==> config.mk <==
export PLATFORM = sky130hd
export DESIGN_NAME = hs_reader_fifo
export DESIGN_NICKNAME = d
export VERILOG_FILES = /design/src/rtl/hs_pkg.sv /design/src/rtl/hs_fifo.sv /design/src/rtl/hs_reader_fifo.sv
export SDC_FILE = /design/constraint.sdc
export NUM_CORES = 1
export LEC_CHECK = 0
export CORE_UTILIZATION = 40
export DETAILED_ROUTE_END_ITERATION = 7
export PLACE_DENSITY = 0.65
export SLEW_MARGIN = 0
export SYNTH_ARGS = -nofsm -noshare
export SYNTH_HDL_FRONTEND = slang
export SYNTH_SLANG_ARGS = --single-unit
==> constraint.sdc <==
create_clock -name clk -period 2.3 [get_ports clk]
set_input_delay 0.46 -clock clk [delete_from_list [all_inputs] [get_ports clk]]
set_output_delay 0.46 -clock clk [all_outputs]
set_load 0.01 [all_outputs]
==> src/rtl/hs_pkg.sv <==
// hs_pkg: handshake state encodings shared by the reader and the matching
// writer block.
//   STATE_W     width of the handshake state register
//   hs_state_t  S_IDLE (ack low, waiting for req) / S_ACK (ack high)
package hs_pkg;

  localparam int STATE_W = 1;

  typedef enum logic [STATE_W-1:0] {
    S_IDLE = 1'b0,
    S_ACK  = 1'b1
  } hs_state_t;

endpackage

==> src/rtl/hs_fifo.sv <==
// hs_fifo: DEPTH-entry first-word fall-through FIFO.
// Ports:
//   clk    rising-edge clock
//   reset  asynchronous active-low reset (pointers and count only)
//   push   write din this cycle; ignored when full
//   din    write data
//   pop    release the head entry; ignored when empty
//   dout   head entry, zero while empty
//   count  occupancy 0..DEPTH
//   full   count == DEPTH (from the registered count)
//   empty  count == 0
module hs_fifo
  import hs_pkg::*;
#(
  parameter  int WIDTH = 8,
  parameter  int DEPTH = 4,
  localparam int AW    = $clog2(DEPTH),
  localparam int CW    = AW + 1
) (
  input  logic             clk,
  input  logic             reset,
  input  logic             push,
  input  logic [WIDTH-1:0] din,
  input  logic             pop,
  output logic [WIDTH-1:0] dout,
  output logic [CW-1:0]    count,
  output logic             full,
  output logic             empty
);

  logic [WIDTH-1:0] mem [DEPTH];
  logic [AW-1:0]    wptr;
  logic [AW-1:0]    rptr;
  logic             do_push;
  logic             do_pop;

  assign full    = (count == CW'(DEPTH));
  assign empty   = (count == '0);
  assign do_push = push & ~full;
  assign do_pop  = pop & ~empty;

  // Pointers wrap naturally because DEPTH is a power of two.
  always_ff @(posedge clk or negedge reset) begin
    if (!reset) begin
      wptr  <= '0;
      rptr  <= '0;
      count <= '0;
    end else begin
      if (do_push) wptr <= wptr + AW'(1);
      if (do_pop)  rptr <= rptr + AW'(1);
      count <= count + CW'(do_push) - CW'(do_pop);
    end
  end

  // Storage carries no reset; only valid entries are ever presented.
  always_ff @(posedge clk) begin
    if (do_push) mem[wptr] <= din;
  end

  // Forcing zero while empty gives a defined, stable value out of reset
  // without having to clear the storage array.
  assign dout = empty ? '0 : mem[rptr];

endmodule

==> src/rtl/hs_reader_fifo.sv <==
// hs_reader_fifo: four-phase req/ack reader feeding a valid/ready stream
// through an hs_fifo buffer. Back-pressure is applied upstream by holding
// ack low while the FIFO is full.
// Optional macro HS_READER_SYNC_EN: adds a 2-flop synchroniser on req for
// asynchronous writers (req-to-ack latency grows by 2 cycles).
// Ports:
//   clk        rising-edge clock
//   reset      asynchronous active-low reset
//   a          writer data, stable while req is high
//   req        writer request (four-phase)
//   ack        reader acknowledge, straight from the state register
//   out_data   head-of-FIFO word (first-word fall-through)
//   out_valid  FIFO non-empty
//   out_ready  downstream accepts out_data
//   count      FIFO occupancy 0..DEPTH
module hs_reader_fifo
  import hs_pkg::*;
#(
  parameter  int WIDTH = 8,
  parameter  int DEPTH = 4,
  localparam int CW    = $clog2(DEPTH) + 1
) (
  input  logic             clk,
  input  logic             reset,
  input  logic [WIDTH-1:0] a,
  input  logic             req,
  output logic             ack,
  output logic [WIDTH-1:0] out_data,
  output logic             out_valid,
  input  logic             out_ready,
  output logic [CW-1:0]    count
);

  hs_state_t state_q;
  hs_state_t state_d;
  logic      req_s;
  logic      push;
  logic      pop;
  logic      full;
  logic      empty;

`ifdef HS_READER_SYNC_EN
  logic req_p0;
  logic req_p1;

  // Synchroniser stage boundary: req -> req_p0 -> req_p1.
  always_ff @(posedge clk or negedge reset) begin
    if (!reset) begin
      req_p0 <= 1'b0;
      req_p1 <= 1'b0;
    end else begin
      req_p0 <= req;
      req_p1 <= req_p0;
    end
  end

  assign req_s = req_p1;
`else
  assign req_s = req;
`endif

  always_ff @(posedge clk or negedge reset) begin
    if (!reset) state_q <= S_IDLE;
    else        state_q <= state_d;
  end

  // One push per four-phase cycle: the push happens only on the IDLE->ACK
  // transition, so a req held high in S_ACK never writes again.
  always_comb begin
    state_d = state_q;
    push    = 1'b0;
    case (state_q)
      S_IDLE: begin
        if (req_s && !full) begin
          push    = 1'b1;
          state_d = S_ACK;
        end
      end
      S_ACK: begin
        if (!req_s) state_d = S_IDLE;
      end
      default: state_d = S_IDLE;
    endcase
  end

  assign ack       = (state_q == S_ACK);
  assign out_valid = ~empty;
  assign pop       = out_valid & out_ready;

  hs_fifo #(
    .WIDTH (WIDTH),
    .DEPTH (DEPTH)
  ) u_fifo (
    .clk   (clk),
    .reset (reset),
    .push  (push),
    .din   (a),
    .pop   (pop),
    .dout  (out_data),
    .count (count),
    .full  (full),
    .empty (empty)
  );

endmodule

**Yosys cells after proc, flatten, opt, wreduce, memory -nomap -nowiden**

Memory sizes are Yosys's and may differ from the RTL's.
Cells that the tools add are included.

- $add $sub $neg: 4
- Equal/unequal tests: 1
- Muxes and demuxes: 7
- Bitwise logic cells: 6
- Reductions and logical operators: 3

Operator list:

| operator | number |
|---|---|
| 8-bit two-way mux | 1 |
| 1-bit two-way mux | 5 |
| 2-bit by 1-bit adder with 2-bit output (second input constant) | 2 |
| 3-bit by 1-bit adder with 3-bit output | 1 |
| 1-bit bitwise AND | 3 |
| 3-bit equality test (second input constant) | 1 |
| 3-bit zero test | 1 |
| 1-bit inverter | 3 |
| 3-bit by 1-bit subtractor with 3-bit output | 1 |
| 1-bit one-hot mux with 2 select lines | 1 |
| 1-bit logical AND | 1 |
| 1-bit zero test | 1 |

- Flip-flop bits (word level): 8
- RAM bits: 32
- Bits of input ports: 12
- Output and inout port bits: 13
- Logic and storage cells: 26
- Memories: 1

Memories:

| memory | depth | width | read ports | clocked after memory_dff | wr ports | line | RTL |
|---|---|---|---|---|---|---|---|
| u_fifo.mem | 4 | 8 | 1 | 0 | 1 | hs_fifo.sv:31 | `logic [WIDTH-1:0] mem [DEPTH];` |

**Depth between registers and ports, before layout**

Gate-level depths: netlist of run 1.

- Depth after elaboration: 8
- Depth in mapped cells: 9
- Depth with buffers taken out: 9

**Modules after synthesis**

A second synthesis of run 1 with hierarchy kept.

- Cell total of the unflattened synthesis: 93
- Area total of the unflattened synthesis: 1686.6 um^2

By module, submodules not included:

| module | times used | cells each | area an instance (um^2) | sequential area each (um^2) |
|---|---|---|---|---|
| hs_fifo | 1 | 87 | 1632.8 | 1136.1 |
| hs_reader_fifo | 1 | 6 | 53.8 | 25.0 |

**Worst setup path after synthesis of run 1**

OpenSTA, ideal clock, no wires.

- Path kind: register to register
- Start: register u_fifo.count[1]
- End: register u_fifo.count[2]
- Setup time: 130 ps
- Arrival time: 2174 ps
- Required time: 2170 ps
- Path slack: -4 ps
- Stages on the path, launching flop included: 10
- Path buffers: 0
- Clock period less this slack: 2304 ps
- Cell sequence: dfrtp_1 -> or3_4 -> and2_2 -> ha_1 -> inv_1 -> ha_1 -> inv_1 -> fa_1 -> xnor2_1 -> xnor2_1

- Elaborated cells on any way between the ends: 13
- Those cells by class: add/sub (2); eq/ne (1); mux (2); bitwise (5); reduce/logical (3)

RTL lines:

| element | line | RTL |
|---|---|---|
| from (decl) | hs_fifo.sv:26 | `output logic [CW-1:0] count,` |
| from (signal assigned) | hs_fifo.sv:51 | `count <= count + CW'(do_push) - CW'(do_pop);` |
| 3-bit zero test * | hs_fifo.sv:38 | `assign empty = (count == '0);` |
| 1-bit inverter * | hs_fifo.sv:40, hs_reader_fifo.sv:87 |  |
| 1-bit bitwise AND | hs_reader_fifo.sv:88 | `assign pop = out_valid & out_ready;` |
| 1-bit bitwise AND * | hs_fifo.sv:40 | `assign do_pop = pop & ~empty;` |
| net u_fifo.do_pop | hs_fifo.sv:35 | `logic do_pop;` |
| 3-bit by 1-bit subtractor with 3-bit output * | hs_fifo.sv:51 |  |

The timed path passes the listed nets; every way through them passes the cells marked *.
A chain may end at the register's enable or synchronous reset.

**Worst setup path after layout of run 1**

- Start: register u_fifo.rptr[0]
- End: output out_data[3]

- Cells in the longest elaborated chain, start to end: 2

RTL lines:

| element | line | RTL |
|---|---|---|
| from (decl) | hs_fifo.sv:33 | `logic [AW-1:0] rptr;` |
| from (signal assigned) | hs_fifo.sv:50 | `if (do_pop) rptr <= rptr + AW'(1);` |
| memory 4 x 8 bit | n/a |  |
| 8-bit two-way mux | hs_fifo.sv:62 | `assign dout = empty ? '0 : mem[rptr];` |
| to (decl) | hs_reader_fifo.sv:28 | `output logic [WIDTH-1:0] out_data,` |

No other way between the ends.

==> impl_metrics.ini, run 1 <==
[status]
status = finished, final reports clean

[placed_design]
dp_slack_ps = -62.3
placed_area_um2 = 2050
dp_hpwl_um = 1970
io_buffers = 24
place_inst = 172
gp_congestion = 0.692

[pwr]
leakage_nw = 0.825
ir_worst_vdd_v = 0.000522
powerDensity_nw_per_um2 = 1220
power.total_mw = 2.67

[finish]
regArea_um2 = 1160
n_fill_cell = 358
stdcell_area_um2 = 2190
fin_cells = 182
nets = 150
drive_gt1_share_pct = 29.5
multiInputGateArea_um2 = 482
diodes = 0
finalCoreUtilization_pct = 54.4
syn2layout_area_growth_pct = 30.0

[clock_tree]
tritoncts = yes
numCtsBuffers = 5
ctsHtreeMaxLevel = 2
cts.sinks = 40
clkLatencyLatePin_ps = 290
clockBufferDepth = 2
cts.clk_slew.worst_paths_ps = 80
root_buffer = clkbuf_8

[setup_path]
startpoint_type = register
critPathSlowestCell = mux4_2
startpoint = u_fifo.rptr[0]$_DFFE_PN0P_
r2r_cells = 9
critical-path-top-delay-family = multiplexers
endpoint = out_data[3]
cp.depth = 5
path_max_fanout = 5
cp.required_ps = 1840
end_kind = primary output
crit_buf_inv = 3
crit_arrival_ps = 1780
r2r_end = u_fifo.count[2]$_DFF_PN0_
cpPeakStageDelay_ps = 490
crit_chain = buf_6 > buf_4 > mux4_2 > and2_1 > clkdlybuf4s15_1
reg2reg_slack_ps = 60
crit_type = reg2out
reg2reg_from = u_fifo.count[1]$_DFF_PN0_

[yosys]
yosysUniqueCellTypes = 18
synth_commonest_cells = edfxtp_1, and2_1, dfrtp_1, mux4_2, inv_1
netlist.top_cell.by_area = edfxtp_1
avgSynthCellArea_um2 = 19.0
synth_area_leaders = edfxtp_1, dfrtp_1, mux4_2
synth_seq_cells = 40
synth_area_um2 = 1690
synth.top_cell.area_share_pct = 57.0
synthFlopType = edfxtp_1
yosysMostFrequentCell = edfxtp_1
synthArstFlopShare_pct = 20.0
yosysWarnings = 0
yosysSeqAreaShare_pct = 68.8
synth-edff-count = 32
syn-num-nets = 108
netlist_instances = 89

[sta]
worst_pin_slew_ps = 381
fmax_mhz = 446
holdWs_ps = 447
period_minus_slack_ps = 2240
slew_headroom_pct = 74.6
maxSlewViolCount = 0
setup_tns_ps = 0
setup_ws_ps = 56.2
min_period_over_period_pct = 97.6
fin_skew_ps = 6.27
rsz0062_at_grt = true
hold_viol = 0
finalSetupViolations = 0

[hold_path]
hold_class = in2async

[routing]
viasPerCell = 4.75
drt-wirelength-per-cell_um = 15.1
first_iter_violations = 24
routed_wirelength_um = 2740
drc = 0
ant_nets = 0
first_pass_iters = 4
vias = 864

[floorplanning]
initial_core_util_pct = 41.9
die_h_um = 66.9
dieWidth_um = 66.9
die_area_um2 = 4480
core_um2 = 4030
placementRows = 23
num_io_pins = 25

[global_routing]
antenna_found_initial = 0
grt_max_degree = 15
grt_pass1_wl_um = 4350
grt_pass1_vias = 911
grt_use_total_pct = 14.4
grt_overflow = 0

[run]
maxCapViolCount = 0
-- metal layers --
metal,track usage [%],part of all wire [%],wire length [µm],vias to the layer above
li1,-,-,-,409
met1,16.4,40,1090,429
met2,24.0,53,1450,24
met3,5.82,6.5,177,2
met4,5.59,0.80,22,0
met5,0,0,0,-
-- power breakdown --
group,leakage [nW],switching [mW],internal [mW]
Clock,0.0548,0.248,0.327
Sequential,0.382,0.103,0.931
Combinational,0.388,0.430,0.628
Total,0.825,0.781,1.89
-- kinds of logic after synthesis --
logic type               count (synthesis)  share of synthesized area [%]
flip-flops                              40                           68.8
multiplexers                             9                           11.6
buffers and inverters                   10                           3.19
AND/OR/NAND/NOR                         17                           7.71
AO/OA/AOI/OAI                            1                          0.445
XOR/XNOR                                 5                           2.60
adder cells (fa/ha/maj)                  7                           5.64
-- placed cells by master (no fill, tap or decap), drive strengths merged --
| cell | n |
|---|---|
| clkinvlp | 1 |
| clkdlybuf4s15 | 3 |
| buf | 14 |
| clkdlybuf4s50 | 16 |
| xnor2 | 4 |
| nor3b | 2 |
| a21boi | 1 |
| and2 | 13 |
| edfxtp | 32 |
| or3 | 1 |
| xor2 | 1 |
| inv | 8 |
| mux2 | 1 |
| mux4 | 8 |
| nand3 | 1 |
| dfrtp | 8 |
| fa | 1 |
| bufinv | 1 |
| ha | 6 |
| clkbuf | 5 |
| dlygate4sd2 | 5 |
-- worst register-to-register path: cells and delay by family, from the launching register on --
kind / cells / cell delay (ps)
buffers and inverters: 2 / 110
DFF: 1 / 410
and+or+nand+nor: 2 / 590
adders and majority gates: 3 / 750
xor gates and xnor gates: 2 / 270
-- state kept, by name (all words and copies together), names as in the netlist --
register,count
ack,1
u_fifo.rptr,2
u_fifo.mem,32
u_fifo.count,3
u_fifo.wptr,2
-- final cells by class --
cell class                 count  share of cell area [%]
clock buffer                   5                    3.14
clock inverter                 3                    2.11
tap                           50                    2.85
sequential                    40                    53.1
inverter                       7                    1.20
timing repair buffer          38                    15.6
multi-input combinational     39                    22.0
-- how the worst min path moves through the flow --
stage,to
global placement,u_fifo.wptr[1]$_DFFE_PN0P_
CTS,u_fifo.count[1]$_DFF_PN0_
detailed placement,u_fifo.wptr[1]$_DFFE_PN0P_
global route,u_fifo.count[1]$_DFF_PN0_
finish,u_fifo.count[1]$_DFF_PN0_
floorplan,ack$_DFF_PN0_
-- what timing repair did --
item	CTS	global route
hold buffers	0	0
resized for setup	12	3
endpoints found under the setup margin	8	2
setup buffers	2	0
(Power assumes the default switching activity.)
==> inputs of run 2 (changes only) <==
CELL_PAD_IN_SITES_DETAIL_PLACEMENT = 0   (was not set)
CELL_PAD_IN_SITES_GLOBAL_PLACEMENT = 1   (was not set)
PLACE_DENSITY = 0.74   (was 0.65)
==> run 2 against run 1 <==
Clock skew fell by 1.3 ps. Die area stayed put. Via count grew 3.1%. Global-route usage is 0.12 points higher. Critical path depth is 1 lower. Utilization down 0.34 points. Worst setup slack improved by 16 ps. Final cell count is 0.55% lower. Combinational power grew 4%. Hold slack improved by 8.5 ps. Fmax is 0.73% higher. First-iteration DRC count fell by 4.2%. Highest routed layer unchanged.
==> impl_metrics.ini, run 2 (same netlist as run 1, synthesis figures left out) <==
[clock_tree]
ctsHtreeMaxLevel = 2
numCtsBuffers = 5
tritoncts = yes
clockBufferDepth = 2
hold_buffers = 0
cts.sinks = 40
cts.clk_slew.worst_paths_ps = 70
clkLatencyLatePin_ps = 290
root_buffer = clkbuf_8

[sta]
slew_headroom_pct = 70.9
maxSlewViolCount = 0
worst_pin_slew_ps = 437
fin_skew_ps = 4.93
hold_viol = 0
period_minus_slack_ps = 2230
rsz0062_at_grt = false
min_period_over_period_pct = 96.8
fmax_mhz = 449
setup_tns_ps = 0
finalSetupViolations = 0

[routing]
vias = 891
drc = 0
drt-wirelength-per-cell_um = 15.0
first_pass_iters = 4
viasPerCell = 4.92
first_iter_violations = 23
routed_wirelength_um = 2710
ant_nets = 0

[floorplanning]
dieWidth_um = 66.9
die_area_um2 = 4480
placementRows = 23
core_um2 = 4030
die_h_um = 66.9
initial_core_util_pct = 41.9
num_io_pins = 25

[pwr]
powerDensity_nw_per_um2 = 1170
power_frac_clock_pct = 16.4
p_int_mw = 1.78
power.total_mw = 2.55
sw_frac_of_total_pct = 30.1
p_comb_share_pct = 43.3
ir_worst_vdd_v = 0.000618
leakage_nw = 0.817
p_sw_uw = 768
seqPwrFrac_pct = 40.3

[setup_path]
cpPeakStageDelay_ps = 480
cp.required_ps = 1840
startpoint = u_fifo.rptr[0]$_DFFE_PN0P_
reg2reg_slack_ps = 110
r2r_end = u_fifo.count[2]$_DFF_PN0_
path_max_fanout = 6
r2r_cells = 9
crit_arrival_ps = 1770
crit_type = reg2out
critPathSlowestCell = mux4_2
endpoint = out_data[7]
startpoint_type = register
crit_chain = buf_12 > mux4_2 > and2_1 > dlygate4sd2_1
end_kind = primary output
reg2reg_from = u_fifo.count[2]$_DFF_PN0_

[run]
maxCapViolCount = 0

[finish]
largest_reg_flops = 32
nets = 150
final_cell_mix = edfxtp_1, clkdlybuf4s50_1, and2_1, buf_4, mux4_2
drive_gt1_share_pct = 28.2
n_fill_cell = 347
mostFrequentLayoutCell = edfxtp_1
syn2layout_area_growth_pct = 29.2
regMostFlops = u_fifo.mem
diodes = 0
top_regs = u_fifo.mem (32), u_fifo.count (3)

[global_routing]
grt_pass1_vias = 900
grt_use_total_pct = 14.5
grt_overflow = 0
grt_pass1_wl_um = 4410
grt_max_degree = 12
antenna_found_initial = 0

[placed_design]
io_buffers = 24
gp_congestion = 0.710
dp_hpwl_um = 1870

[hold_path]
hold_class = in2async

[status]
status = finished, final reports clean
## run 2: cell types whose count changed in the layout (fill, tap and decap cells not counted), moves of 2 or more
| cell | previous run | this run |
|---|---|---|
| clkdlybuf4s15_1 | 3 | 1 |
| clkinv_1 | 0 | 2 |
| dlygate4sd2_1 | 5 | 7 |
| ha_1 | 6 | 4 |
## run 2: metal layers
metal	vias up	track usage (%)	wire, µm
li1	412	-	-
met1	456	18.5	1160
met2	16	22.2	1390
met3	7	3.60	83
met4	0	8.78	76
met5	-	0	0
## run 2: per-stage QoR
stage	utilization (%)	hold WS, ps	cell area [µm²]	instances	setup WS, ps
floorplan	-	164	1690	89	26.9
global placement	51.5	555	2070	173	15.5
detailed placement	51.5	578	2070	173	-51.7
CTS	53.2	459	2140	180	7.95
global route	54.1	472	2180	181	2.16
finish	54.1	456	2180	181	72.5
## run 2: worst min path at each step
stage | from | end | slack (ps) | depth (start not counted)
2_1_floorplan | reset | ack$_DFF_PN0_ | 160 | 0
4_1_cts | reset | u_fifo.rptr[1]$_DFFE_PN0P_ | 460 | 1
6_report | reset | u_fifo.rptr[1]$_DFFE_PN0P_ | 460 | 1
3_5_place_dp | ack$_DFF_PN0_ | ack$_DFF_PN0_ | 580 | 2
3_3_place_gp | u_fifo.wptr[1]$_DFFE_PN0P_ | u_fifo.wptr[1]$_DFFE_PN0P_ | 560 | 1
5_1_grt | reset | u_fifo.count[0]$_DFF_PN0_ | 470 | 1
## run 2: worst max-delay path: cells and delay by family, from the launching register on
family	cells	cell delay (ps)
buf+inv	2	430
flops	1	410
mux	1	480
simple gates	1	170
## run 2: what timing repair did
item	in CTS	in global routing
gates resized for setup	9	6
buffers inserted	0	1
pin swaps	0	5
endpoints found under the setup margin	8	2
## run 2: cell type report
type | count | area (µm²) | share of cell area, %
sequential | 40 | 1160 | 53.4
multi-input combinational | 39 | 498 | 22.9
timing repair buffer | 38 | 353 | 16.2
clock buffer | 5 | 68.8 | 3.16
tap | 50 | 62.6 | 2.87
inverter | 7 | 26.3 | 1.21
clock inverter | 2 | 7.51 | 0.345
## run 2: power by group through the flow
stage	Sequential, mW	Clock (mW)	Combinational [mW]
after floorplan	1.02	0	0.631
after global placement	1.03	0	1.10
after detailed placement	1.04	0	1.14
after CTS	1.03	0.433	1.07
after global routing	1.05	0.458	1.22
final	1.03	0.419	1.10
==> RTL edit: new RTL, flow settings as in run 1 <==
Build with the macro `HS_READER_SYNC_EN` defined.
--- a/src/rtl/hs_reader_fifo.sv
+++ b/src/rtl/hs_reader_fifo.sv
@@ -13,6 +13,8 @@
 //   out_valid  FIFO non-empty
 //   out_ready  downstream accepts out_data
 //   count      FIFO occupancy 0..DEPTH
+`define HS_READER_SYNC_EN
+
 module hs_reader_fifo
   import hs_pkg::*;
 #(
Check against the original RTL: not equivalent (Yosys sat finds a counterexample within 4 cycles, from zero or initial values and one cycle with reset low).
==> RTL edit against run 1 <==
Total power decreased by 1.8%. Fmax rose by 0.24%. Cell area down 0.40%. First-iteration DRC count down 33%. Synthesized area increased by 3.0%. Sequential cell count up 2. Cell count shrank 1.6%. Worst hold slack got worse by 0.093 ns. Routed wire length down 0.58%. Setup slack better by 0.0053 ns. Largest power group unchanged.
==> RTL edit: results (changes against run 1) <==
----------------------------------------------------
[Outcome]
  Result of the run ... complete, no violations

[Yosys]
  Proportion of synthesized chip area in sequential cells ... 0.697 (+0.00898)
  Number of nets in the synthesized netlist ... 110 (+1.9%)
  Ranking of synthesized cells by instance count ... edfxtp_1 (32), and2_1 (12), dfrtp_1 (10)
  Share of flip-flops with an asynchronous set or reset ... 0.238 (+0.0381)
  Post-synth EDFFs ... 32 (unchanged)
  Netlist cell types ... 18 (unchanged)
  Leading cell types by total area after synthesis ... edfxtp_1 (55%), dfrtp_1 (14%), mux4_2 (10%)

[CTS]
  Root buf cell ... clkbuf_8
  CTS H-tree lvls ... 2 (unchanged)
  Clock latency of the later-clocked register in the worst-skew pair ... 0.28 ns

[Detailed routing]
  Aggregate routed wire length ... 2730 µm (-0.58%)
  Total via count in the routed design ... 860 (-0.46%)
  Initial DRC count ... 16 (-33%)
  Met3 wire length ... 93 µm (-47%)
  Number of detailed-routing iterations run before antenna repair ... 4 (unchanged)
  Routed metal-1 wire length ... 1160 µm (+6.7%)
  Total met2 wirelength after detailed routing ... 1410 µm (-3.0%)

[Hold path]
  Path class of the lowest-slack min-delay path ... reg -> reg

[Placement]
  Detailed Place HPWL ... 1830 µm (-7.5%)
  Post-detailed-placement cell area ... 2080 µm² (+1.2%)
  Routability congestion estimate ... 0.681 (-1.6%)

[Pwr]
  Internal power contribution ... 1850 µW (-2.1%)
  Clock network fraction of total power ... 0.179 (-0.037)
  Highest ir drop seen on vdd ... 0.537 mV (+2.9%)
  Part of the power in combinational logic ... 0.416 (+0.019)
  Reported leakage power ... 0.000816 µW (-1.1%)

[Cells and area]
  Antenna Diode Count ... 0 (unchanged)
  Fraction of final layout cells sized beyond drive strength 1 ... 0.264 (-0.0319)
  Number of flip-flops under the largest register name ... 32 (unchanged)
  Number of nets in the final layout ... 147 (-2.0%)

[GRT]
  Via count of the first global-routing pass ... 870 (-4.5%)
  Global-route wire length before repair ... 4270 µm (-1.7%)
  Pin count of the biggest net entering global routing ... 13 (-2)
  Total routing resource utilization after global routing ... 0.142 (-0.00255)

[STA]
  Slew headroom ... 0.693 (-0.0520)
  Setup skew after layout ... 0.00567 ns (-0.000605 ns)

[Critical path]
  Worst-path maximum fanout ... 8 (+3)
  FF-to-FF End ... u_fifo.count[2]
  Cell family with the largest share of critical-path delay ... buffers and inverters
  Slowest Stage Delay on Critical Path ... 0.47 ns (-0.02 ns)

----------------------------------------------------
-- RTL edit: how the worst max path moves through the flow --
stage | startpoint | endpoint | depth (start not counted)
after floorplan | u_fifo.count[1] | u_fifo.count[2] | 9
after global placement | out_ready | u_fifo.count[2] | 9
after detailed placement | out_ready | u_fifo.count[2] | 9
after CTS | u_fifo.rptr[0] | out_data[5] | 5
after global routing | u_fifo.count[1] | u_fifo.count[2] | 9
final | u_fifo.rptr[0] | out_data[0] | 5
-- RTL edit: area by class of cell --
class                      instances  area (µm²)
multi-input combinational         39         482
sequential                        42        1210
clock buffer                       8        90.1
inverter                           7        26.3
tap                               50        62.6
timing repair buffer              33         309
fill                             346        1900
-- RTL edit: repair_timing --
| item | in CTS | in global routing |
|---|---|---|
| setup buffers | 2 | 0 |
| gates resized for setup | 13 | 5 |
| setup endpoints to repair | 8 | 4 |
| hold buffers | 0 | 0 |
| pin swaps | 0 | 0 |
-- RTL edit: kinds of logic after synthesis --
logic type	count (synthesis)	share of synthesized area
AND/OR/NAND/NOR	17	0.0749
multiplexers	9	0.112
AO/OA/AOI/OAI	1	0.00432
buffers and inverters	10	0.0310
adder cells (fa/ha/maj)	7	0.0548
XOR/XNOR	5	0.0252
flip-flops	42	0.697
-- RTL edit: routing by layer --
layer | vias to the layer above | track usage
li1 | 404 | -
met5 | - | 0
met4 | 0 | 0.0781
met2 | 14 | 0.231
met3 | 5 | 0.0467
met1 | 437 | 0.164
-- RTL edit: stage by stage --
stage | std cells | setup slack, ns | total power (µW) | hold slack (ns)
global route | 179 | -0.0172 | 2780 | 0.374
floorplan | 91 | 0.0269 | 1700 | 0.164
CTS | 179 | 0.000372 | 2630 | 0.356
detailed placement | 169 | -0.0545 | 2190 | 0.340
global placement | 169 | 0.0171 | 2150 | 0.337
finish | 179 | 0.0616 | 2620 | 0.355
